`src/rtl/id_ex_control.sv`:
```
// id_ex_control
// Decode-stage control unit. It decodes the ID instruction into the
// EX/MEM/WB control word and registers that word into the ID/EX stage. On a
// hazard stall or flush it inserts bubbles instead. It also runs the HALT
// drain state machine, which stops fetch and then reports that the pipeline
// has emptied.
//
// Ports
//   i_clk, i_reset   : clock (rising edge) and synchronous active-low reset
//   i_enable         : debug step enable; low freezes every register
//   i_instr, i_valid : instruction from IF/ID and its valid flag
//   i_stall, i_flush : load-use stall and taken-branch squash
//   o_aluop .. o_link: registered control word for EX/MEM/WB
//   o_valid, o_halt  : EX holds a real instruction / holds HALT
//   o_halt_fetch     : IF must stop advancing the PC
//   o_halted         : pipeline drained after HALT (sticky until reset)
//   o_state          : debug view of the drain FSM (0 RUN, 1 DRAIN, 2 HALTED)
//
// Handshake: there is no valid/ready backpressure. i_valid qualifies i_instr
// on every enabled edge. o_valid qualifies the registered word one cycle later.
module id_ex_control #(
  parameter int SIZEOP       = 6,
  parameter int DRAIN_CYCLES = 3
) (
  input  logic              i_clk,
  input  logic              i_reset,
  input  logic              i_enable,
  input  logic [31:0]       i_instr,
  input  logic              i_valid,
  input  logic              i_stall,
  input  logic              i_flush,
  output logic [1:0]        o_aluop,
  output logic [SIZEOP-1:0] o_opcode,
  output logic [SIZEOP-1:0] o_funct,
  output logic              o_regdst,
  output logic              o_alusrc,
  output logic              o_memread,
  output logic              o_memwrite,
  output logic              o_memtoreg,
  output logic              o_regwrite,
  output logic              o_branch,
  output logic              o_bne,
  output logic              o_jump,
  output logic              o_jr,
  output logic              o_link,
  output logic              o_valid,
  output logic              o_halt,
  output logic              o_halt_fetch,
  output logic              o_halted,
  output logic [1:0]        o_state
);

  typedef struct packed {
    logic [1:0]        aluop;
    logic [SIZEOP-1:0] opcode;
    logic [SIZEOP-1:0] funct;
    logic              regdst;
    logic              alusrc;
    logic              memread;
    logic              memwrite;
    logic              memtoreg;
    logic              regwrite;
    logic              branch;
    logic              bne;
    logic              jump;
    logic              jr;
    logic              link;
    logic              valid;
    logic              halt;
  } ctrl_t;

  typedef enum logic [1:0] {
    ST_RUN    = 2'd0,
    ST_DRAIN  = 2'd1,
    ST_HALTED = 2'd2
  } state_t;

  localparam logic [5:0] OP_RTYPE = 6'b000000;
  localparam logic [5:0] OP_J     = 6'b000010;
  localparam logic [5:0] OP_JAL   = 6'b000011;
  localparam logic [5:0] OP_BEQ   = 6'b000100;
  localparam logic [5:0] OP_BNE   = 6'b000101;
  localparam logic [5:0] OP_ADDI  = 6'b001000;
  localparam logic [5:0] OP_SLTI  = 6'b001010;
  localparam logic [5:0] OP_ANDI  = 6'b001100;
  localparam logic [5:0] OP_ORI   = 6'b001101;
  localparam logic [5:0] OP_XORI  = 6'b001110;
  localparam logic [5:0] OP_LUI   = 6'b001111;
  localparam logic [5:0] OP_LW    = 6'b100011;
  localparam logic [5:0] OP_SW    = 6'b101011;
  localparam logic [5:0] OP_NOP   = 6'b111000;
  localparam logic [5:0] OP_HALT  = 6'b111111;
  localparam logic [5:0] FN_JR    = 6'b001000;
  localparam logic [5:0] FN_JALR  = 6'b001001;

  // Bubble: a NOP-coded word with every enable low and o_valid low.
  localparam ctrl_t BUBBLE = '{
    aluop: 2'b00, opcode: SIZEOP'(OP_NOP), funct: '0,
    default: 1'b0
  };

  logic [5:0] op;
  logic [5:0] fn;
  ctrl_t      dec;
  ctrl_t      ctrl_q;
  state_t     state_q;
  logic [3:0] cnt_q;
  logic       halt_fetch_q;
  logic       halted_q;
  logic       unused_instr_bits;

  assign op = i_instr[31:26];
  assign fn = i_instr[5:0];
  // Register fields are decoded downstream; only opcode/funct matter here.
  assign unused_instr_bits = ^i_instr[25:6];

  always_comb begin
    dec        = BUBBLE;
    dec.valid  = 1'b1;
    dec.opcode = SIZEOP'(op);
    dec.funct  = SIZEOP'(fn);
    case (op)
      OP_RTYPE: begin
        dec.aluop = 2'b10;
        if (fn == FN_JR) begin
          dec.jr = 1'b1;
        end else if (fn == FN_JALR) begin
          dec.jr       = 1'b1;
          dec.link     = 1'b1;
          dec.regwrite = 1'b1;
          dec.regdst   = 1'b1;
        end else begin
          dec.regdst   = 1'b1;
          dec.regwrite = 1'b1;
        end
      end
      OP_LW: begin
        dec.alusrc   = 1'b1;
        dec.memread  = 1'b1;
        dec.memtoreg = 1'b1;
        dec.regwrite = 1'b1;
      end
      OP_SW: begin
        dec.alusrc   = 1'b1;
        dec.memwrite = 1'b1;
      end
      OP_BEQ: begin
        dec.aluop  = 2'b01;
        dec.branch = 1'b1;
      end
      OP_BNE: begin
        dec.aluop  = 2'b01;
        dec.branch = 1'b1;
        dec.bne    = 1'b1;
      end
      OP_J:   dec.jump = 1'b1;
      OP_JAL: begin
        dec.jump     = 1'b1;
        dec.link     = 1'b1;
        dec.regwrite = 1'b1;
      end
      OP_ADDI, OP_ANDI, OP_ORI, OP_XORI, OP_LUI, OP_SLTI: begin
        dec.aluop    = 2'b11;
        dec.alusrc   = 1'b1;
        dec.regwrite = 1'b1;
      end
      OP_NOP:  dec.aluop = 2'b11;
      OP_HALT: begin
        dec.aluop = 2'b11;
        dec.halt  = 1'b1;
      end
      default: begin
        // An unknown opcode becomes a bubble, but it still occupies the slot.
        dec       = BUBBLE;
        dec.valid = 1'b1;
      end
    endcase
  end

  always_ff @(posedge i_clk) begin
    if (!i_reset) begin
      ctrl_q       <= BUBBLE;
      state_q      <= ST_RUN;
      cnt_q        <= '0;
      halt_fetch_q <= 1'b0;
      halted_q     <= 1'b0;
    end else if (i_enable) begin
      case (state_q)
        ST_RUN: begin
          if (i_flush || i_stall || !i_valid) begin
            ctrl_q <= BUBBLE;
          end else begin
            ctrl_q <= dec;
            if (dec.halt) begin
              state_q      <= ST_DRAIN;
              cnt_q        <= 4'(DRAIN_CYCLES);
              halt_fetch_q <= 1'b1;
            end
          end
        end
        ST_DRAIN: begin
          // The counter counts the EX, MEM and WB slots still occupied behind
          // HALT. The pipeline is empty on the edge the count reaches 1.
          ctrl_q <= BUBBLE;
          cnt_q  <= cnt_q - 4'd1;
          if (cnt_q == 4'd1) begin
            state_q  <= ST_HALTED;
            halted_q <= 1'b1;
          end
        end
        ST_HALTED: ctrl_q <= BUBBLE;
        default: begin
          ctrl_q  <= BUBBLE;
          state_q <= ST_RUN;
        end
      endcase
    end
  end

  assign o_aluop      = ctrl_q.aluop;
  assign o_opcode     = ctrl_q.opcode;
  assign o_funct      = ctrl_q.funct;
  assign o_regdst     = ctrl_q.regdst;
  assign o_alusrc     = ctrl_q.alusrc;
  assign o_memread    = ctrl_q.memread;
  assign o_memwrite   = ctrl_q.memwrite;
  assign o_memtoreg   = ctrl_q.memtoreg;
  assign o_regwrite   = ctrl_q.regwrite;
  assign o_branch     = ctrl_q.branch;
  assign o_bne        = ctrl_q.bne;
  assign o_jump       = ctrl_q.jump;
  assign o_jr         = ctrl_q.jr;
  assign o_link       = ctrl_q.link;
  assign o_valid      = ctrl_q.valid;
  assign o_halt       = ctrl_q.halt;
  assign o_halt_fetch = halt_fetch_q;
  assign o_halted     = halted_q;
  assign o_state      = state_q;

endmodule
```
`config.mk`:
```
export PLATFORM = sky130hd
export DESIGN_NAME = id_ex_control
export DESIGN_NICKNAME = d
export VERILOG_FILES = /design/src/rtl/id_ex_control.sv
export SDC_FILE = /design/constraint.sdc
export NUM_CORES = 1
export LEC_CHECK = 0
export CAP_MARGIN = 30
export CORE_ASPECT_RATIO = 0.9
export CORE_MARGIN = 2
export CORE_UTILIZATION = 30
export CTS_BUF_LIST = sky130_fd_sc_hd__clkbuf_16
export DETAILED_ROUTE_END_ITERATION = 8
export GPL_ROUTABILITY_DRIVEN = 0
export GPL_TIMING_DRIVEN = 1
export MAX_ROUTING_LAYER = met4
export SYNTH_ARGS = -nofsm -noshare
export SYNTH_HDL_FRONTEND = slang
export SYNTH_SLANG_ARGS = --single-unit
export TNS_END_PERCENT = 100
```
`constraint.sdc`:
```
create_clock -name i_clk -period 1.9 [get_ports i_clk]
set_input_delay 0.19 -clock i_clk [delete_from_list [all_inputs] [get_ports i_clk]]
set_output_delay 0.19 -clock i_clk [all_outputs]
set_load 0.01 [all_outputs]
```
=== Word-level counts from Yosys, hierarchy flattened ===
Cells that the tools add are included.

* Flip-flop bits (word level): 35
* Bits in latches: 0
* Bits in writable memories: 0
* Memory bits (read-only): 0
* Output and inout bits: 31
* Memories kept: 0

* Add/subtract/negate cells: 1
* Multipliers: 0
* Div/mod/pow operators: 0
* Order comparisons: 0
* Eq/ne operators: 22
* Shifts and indexed selects: 0
* Muxes and demuxes: 26
* Bitwise gates (word level): 2
* Reductions and logical operators: 16

{| class="wikitable"
|+ Operators by type and width
! operator !! count
|-
| $mux 27 || 2
|-
| $eq 6x4->1 const B || 8
|-
| $eq 6x6->1 const B || 4
|-
| $reduce_or 8->1 || 3
|-
| $reduce_or 15->1 || 1
|-
| $eq 6x2->1 const B || 2
|-
| $eq 6x3->1 const B || 2
|-
| $mux 1 || 12
|-
| $mux 12 || 1
|-
| $pmux 2 s3 || 2
|-
| $mux 2 || 4
|-
| $mux 4 || 2
|-
| $pmux 4 s2 || 1
|-
| $reduce_and 4->1 || 2
|-
| $logic_not 6->1 || 1
|-
| $ne 2x2->1 const B || 3
|-
| $reduce_and 5->1 || 1
|-
| $eq 4x1->1 const B || 1
|-
| $pmux 1 s2 || 2
|-
| $reduce_or 2->1 || 2
|-
| $sub 4x1->4 const B || 1
|-
| $reduce_and 3->1 || 1
|-
| $eq 2x1->1 const B || 1
|-
| $eq 2x2->1 const B || 1
|-
| 5 further kinds || 7
|}

=== Logic depth before layout (Yosys ltp) ===
Gate-level depths: netlist of run 1.

* Word-level depth: 6
* Gate-level depth with buffers: 6
* Gate-level depth less buffers: 6

=== Worst setup path after synthesis of run 1 ===
OpenSTA, ideal clock, no wires.

* Path kind: flip-flop to flip-flop
* Start: register state_q[0], in the netlist o_state[0]
* End: register ctrl_q (netlist bit o_opcode[4])
* Library setup time: 0.122 ns
* Data arrival time: 1.320 ns
* Data required time: 1.778 ns
* Path slack: 0.458 ns
* Cell stages (with the launch flop): 6
* Path buffers: 1
* Clock period less this slack: 1.442 ns
* Cell sequence: dfxtp_1 buf_2 or2_1 nor2_4 nand3_2 o32a_1

* Cells in the longest elaborated chain, start to end: 2

{| class="wikitable"
|+ RTL lines
! what !! RTL line !! source
|-
| start, declared || 106 || <nowiki>state_t state_q;</nowiki>
|-
| start signal, assigned || 183 || <nowiki>state_q <= ST_RUN;</nowiki>
|-
| start signal, assigned || 195 || <nowiki>state_q <= ST_DRAIN;</nowiki>
|-
| start signal, assigned || 207 || <nowiki>state_q <= ST_HALTED;</nowiki>
|-
| $logic_not 2->1 || 188 || <nowiki>case (state_q)</nowiki>
|-
| $mux 27 || 188 ||
|-
| end signal, assigned || 191 || <nowiki>ctrl_q <= BUBBLE;</nowiki>
|-
| end signal, assigned || 193 || <nowiki>ctrl_q <= dec;</nowiki>
|-
| end signal, assigned || 204 || <nowiki>ctrl_q <= BUBBLE;</nowiki>
|-
| end, declared || 105 || <nowiki>ctrl_t ctrl_q;</nowiki>
|}

Every way passes these cells.
A chain may end at the register's enable or synchronous reset.

=== Final worst setup path of run 1 ===
* Start: input i_instr[31]
* End: register ctrl_q (netlist bit o_bne)

* Cells in the longest elaborated chain, start to end: 4

{| class="wikitable"
|+ RTL lines
! what !! RTL line !! source
|-
| start, declared || 28 || <nowiki>input logic [31:0] i_instr,</nowiki>
|-
| $eq 6x3->1 || 122 || <nowiki>case (op)</nowiki>
|-
| $mux 1 || 122 ||
|-
| $mux 27 || 190 || <nowiki>if (i_flush || i_stall || !i_valid) begin</nowiki>
|-
| $mux 27 || 188 ||
|}

Every way passes these cells.

==> run summary, run 1 <==
Hold Worst Slack: 0.450 ns
row count: 26
H-tree depth: 2
final core occ: 45.5%
TritonCTS clock tree: built
internal reg-to-reg setup slack: 0.40 ns
Hold Path Class: reg -> reg
critical path class: in -> reg
Routed WL: 4.49 mm
worst skew pair latency: 0.28 ns
WL/cell: 13.4 µm
Die X: 84.0 µm
Post-synth EDFFs: 0
synthesized area per cell: 8.81 µm²
Worst Path Required: 2.12 ns
vias in the first global route: 1502
WP buf/inv: 2
PostCTS Resize Cnt: 0
total vias in the final route: 1629
Top Ports: 69
Power, Total: 1.83 mW
grt ovf: 0
Min Clock Period, post-route: 1.65 ns
total track usage: 15.1%
# hold bufs at CTS: 0
commonest cells in the netlist: 34 x dfxtp_1, 22 x nand2_1, 14 x o21ai_0
Arr. time, crit path: 1.86 ns
Port Buffers: 48
Post-Syn Instances: 196
crit path cell chain: clkdlybuf4s50_1 > buf_4 > or4b_4 > nor4_4 > nand2_1 > a21oi_2
Leak: 0.922 nW
Synth Net Count: 236
max_slew headroom: 76.6%
fmax: 608 MHz
max_cap viols: 0
Layout fillers: 560
RSZ-0062 raised after global routing: false
ys async rst share: 0%
first-pass GRT wire length: 7.52 mm
antenna cells: 0
Synth Register Bits: 34
Synth area leader: dfxtp_1
initial core utilization: 30.7%
Top delay family on crit path: simple AND/OR/NAND/NOR gates
CTS clk-pin slew, worst paths: 0.06 ns
root buffer cell: clkbuf_16
Net count, final: 303
# clock sinks: 34
Max FO, Critical Path: 7
most frequent cell after synthesis: dfxtp_1
DRC: 0
Slowest-stage cell, CP: or4b_4
First-pass DRT Iterations: 4
top cells by area, synth: dfxtp_1 39%, nand2_1 4.8%, o21ai_0 4.1%
placed cell areas: 0.00240 mm²
VDD IR max: 0.000523 V
Top FF cell, synth: dfxtp_1
endpoint class of the critical path: flop
layout cell share with drive strength beyond 1: 17.8%
Slew Viols, Final: 0
Max Root-Sink Buffers: 2
initial antenna violation count: 0
crit path from: i_instr[31]
largest net degree at the start of global routing: 20
register area share after synthesis: 39.4%
Finished Cell Area: 0.00256 mm²
max incr delay on CP: 0.52 ns
Tcrit/Tclk final: 86.6%
Num CTS Buffers: 5
CORE AREA: 0.00563 mm²
Final HPWL DP: 3.43 mm
drt initial violations: 76
status: completed
Yosys cell types: 49
Final Hold Vio Count: 0
Final setup viols: 0
reg2reg start: o_state[0]$_SDFFE_PN0P_
Die ar.: 0.00638 mm²
Synth top area share: 39.4%
die height: 76.0 µm
worst hold start: o_halt_fetch$_SDFFE_PN0P_
Setup crit start kind: input port
Post-Syn Area: 0.00173 mm²
Slew @ Worst Pin: 0.350 ns
Fin Clk Skew: 0.00355 ns
Layout area overhead: 48.3%
post-CTS setup buffer count: 0
Antenna Nets Post-Route: 0
Yosys Warn Count: 0
Power Dens Cells: 716 mW/mm²
DR vias/cell: 4.88
[cells by family (layout without fill, tap and decap cells)]
family / Yosys count / count (layout) / share of synthesized area, %
AND/OR/NAND/NOR: 84 / 84 / 30.3
multiplexers: 2 / 2 / 1.16
flip-flops: 34 / 34 / 39.4
buffers and inverters: 24 / 92 / 7.61
AO/OA/AOI/OAI: 50 / 50 / 20.1
adder cells (fa/ha/maj): 2 / 2 / 1.45
[cell usage in the layout (no fill, tap or decap), types with 4 or more instances in the layout]
| master | synthesis | final |
|---|---|---|
| buf_4 | 4 | 26 |
| nand3_1 | 9 | 9 |
| a21oi_1 | 12 | 12 |
| nor2b_1 | 8 | 8 |
| o21ai_0 | 14 | 14 |
| clkdlybuf4s50_1 | 0 | 48 |
| inv_1 | 10 | 10 |
| clkbuf_16 | 0 | 5 |
| nor2_1 | 7 | 7 |
| a31oi_1 | 4 | 4 |
| nand4_1 | 10 | 10 |
| nand2_1 | 22 | 22 |
| dfxtp_1 | 34 | 34 |
[power breakdown]
part | internal [mW] | switching (mW)
Clock | 0.613 | 0.301
Combinational | 0.0995 | 0.101
Sequential | 0.717 | 0.00182
[tightest hold or removal path, stage by stage, from the launching register on]
cell     delay [ns]
dfxtp_1        0.30
inv_1          0.04
a21oi_1        0.05
[cell type report]
cell class | count | area, µm² | share of cell area, %
flip-flops and latches | 34 | 681 | 26.6
clock inverters | 3 | 40.0 | 1.56
inverters | 10 | 37.5 | 1.47
multi-input cells | 138 | 915 | 35.7
repair buffers | 74 | 676 | 26.4
clock buffers | 5 | 125 | 4.89
well taps | 70 | 87.6 | 3.42
[state kept, by name (all words and copies together) (netlist names), 2 cells and up]
| signal | flops |
|---|---|
| cnt_q | 4 |
| o_state | 2 |
| o_funct | 6 |
| o_aluop | 2 |
| o_opcode | 6 |
[metrics by stage]
step,worst slack [ns],setup TNS (ns),instances
2_1_floorplan,0.458,0,196
3_3_place_gp,-0.0318,-0.141,326
3_5_place_dp,-0.0333,-0.110,326
6_report,0.255,0,334
5_1_grt,0.132,0,334
4_1_cts,0.240,0,334
[path summary, 6_finish.rpt]
path	end	cells past startpoint
max	o_bne$_SDFFE_PN0P_	6
min	o_halt_fetch$_SDFFE_PN0P_	2
max reg2reg	o_regdst$_SDFFE_PN0P_	4
min reg2reg	o_halt_fetch$_SDFFE_PN0P_	2
[layer usage]
metal  track usage [%]  part of all wire [%]
met3              3.25                   5.7
met5                 -                     0
met1              20.7                    49
met2              22.2                    44
met4              5.32                   1.4
Power figures use the tool's default switching activity.
==> run 2, diff against run 1 <==
--- a/config.mk
+++ b/config.mk
@@ -5,7 +5,6 @@
 export SDC_FILE = /design/constraint.sdc
 export NUM_CORES = 1
 export LEC_CHECK = 0
-export CAP_MARGIN = 30
 export CORE_ASPECT_RATIO = 0.9
 export CORE_MARGIN = 2
 export CORE_UTILIZATION = 30
@@ -14,6 +13,7 @@
 export GPL_ROUTABILITY_DRIVEN = 0
 export GPL_TIMING_DRIVEN = 1
 export MAX_ROUTING_LAYER = met4
+export RECOVER_POWER = 100
 export SYNTH_ARGS = -nofsm -noshare
 export SYNTH_HDL_FRONTEND = slang
 export SYNTH_SLANG_ARGS = --single-unit
==> run summary, run 2 (synthesis results as in run 1) <==
TritonCTS clock tree: built
Max FO, Critical Path: 6
Slew @ Worst Pin: 0.429 ns
total vias in the final route: 1631
Worst Path Required: 2.13 ns
DR vias/cell: 4.88
layout cell share with drive strength beyond 1: 16.3%
PostCTS Resize Cnt: 0
largest net degree at the start of global routing: 20
CTS clk-pin slew, worst paths: 0.06 ns
drt initial violations: 81
RSZ-0062 raised after global routing: false
initial antenna violation count: 0
Slowest-stage cell, CP: dlygate4sd3_1
die height: 76.0 µm
post-CTS setup buffer count: 0
CP dominant cell by count: buf_4
setup_tns: 0 ns
VDD IR max: 0.000521 V
Slew Viols, Final: 0
max_cap viols: 0
First-pass DRT Iterations: 4
Final setup viols: 0
# hold bufs at CTS: 0
Power Dens Cells: 722 mW/mm²
vias in the first global route: 1502
grt ovf: 0
Fin Clk Skew: 0.00368 ns
initial core utilization: 30.7%
total track usage: 15.1%
Arr. time, crit path: 1.90 ns
Tcrit/Tclk final: 88.0%
Die ar.: 0.00638 mm²
Port Buffers: 48
antenna cells: 0
Min Clock Period, post-route: 1.67 ns
Max Root-Sink Buffers: 2
fmax: 598 MHz
endpoint class of the critical path: flop
most frequent cells in the layout: 34 x dfxtp_1, 32 x dlygate4sd3_1, 23 x buf_4
crit path cell chain: dlygate4sd3_1 > buf_4 > nor2_1 > buf_4 > nand4b_1 > a21oi_1 > o21a_1
Hold Path Class: reg -> reg
Final Hold Vio Count: 0
Die X: 84.0 µm
Leak: 0.994 nW
status: completed
Num CTS Buffers: 5
Layout fillers: 567
Final HPWL DP: 3.43 mm
internal reg-to-reg setup slack: 0.32 ns
Top Ports: 69
max_slew headroom: 71.4%
DRC: 0
CORE AREA: 0.00563 mm²
Layout area overhead: 46.2%
final core occ: 44.9%
Net count, final: 303
Routed WL: 4.49 mm
commonest non-fill, non-tap cell in the layout: dfxtp_1
H-tree depth: 2
worst skew pair latency: 0.28 ns
Antenna Nets Post-Route: 0
# clock sinks: 34
WL/cell: 13.4 µm
critical path class: in -> reg
max incr delay on CP: 0.62 ns
root buffer cell: clkbuf_16
first-pass GRT wire length: 7.52 mm
Setup crit start kind: input port
row count: 26
==> run 2: final timing paths <==
check | endpoint | cells past startpoint | from
setup / recovery | o_regdst$_SDFFE_PN0P_ | 7 | i_instr[27]
hold / removal | o_halted$_SDFFE_PN0P_ | 2 | o_halted$_SDFFE_PN0P_
setup reg to reg | o_opcode[4]$_SDFFE_PN1P_ | 4 | o_state[0]$_SDFFE_PN0P_
hold reg to reg | o_halted$_SDFFE_PN0P_ | 2 | o_halted$_SDFFE_PN0P_
==> run 2: area by class of cell <==
| type | instances | area [µm²] | area share, % |
|---|---|---|---|
| clock buffers | 5 | 125 | 4.96 |
| multi-input cells | 138 | 887 | 35.1 |
| clock inverters | 3 | 40.0 | 1.59 |
| flip-flops and latches | 34 | 681 | 27.0 |
| well taps | 70 | 87.6 | 3.47 |
| inverters | 10 | 37.5 | 1.49 |
| repair buffers | 74 | 667 | 26.4 |
==> run 2: metal layers <==
metal	wire (µm)	global-route usage, %
met1	2200	20.7
met2	2000	22.2
met3	233	3.25
met4	61	5.32
met5	0	-
==> run 2: critical path, delay by kind of cell <==
family / cells / cell delay (ns)
AND/OR/NAND/NOR: 2 / 0.29
buffers and inverters: 3 / 0.97
AO/OA/AOI/OAI: 2 / 0.44
==> run 2: report_power, final <==
group / switching, mW / internal [mW]
clock network: 0.300 / 0.613
logic: 0.0973 / 0.0952
registers: 0.00168 / 0.717
==> run 2: through the flow <==
step	hold WS (ns)	cell area [µm²]	power (mW)	cells	setup slack, ns
2_1_floorplan	0.343	1730	0.839	196	0.458
5_1_grt	0.474	2520	1.89	334	0.0731
4_1_cts	0.457	2560	1.85	334	0.240
3_3_place_gp	0.437	2400	0.934	326	-0.0318
6_report	0.446	2520	1.82	334	0.227
3_5_place_dp	0.446	2400	0.935	326	-0.0333
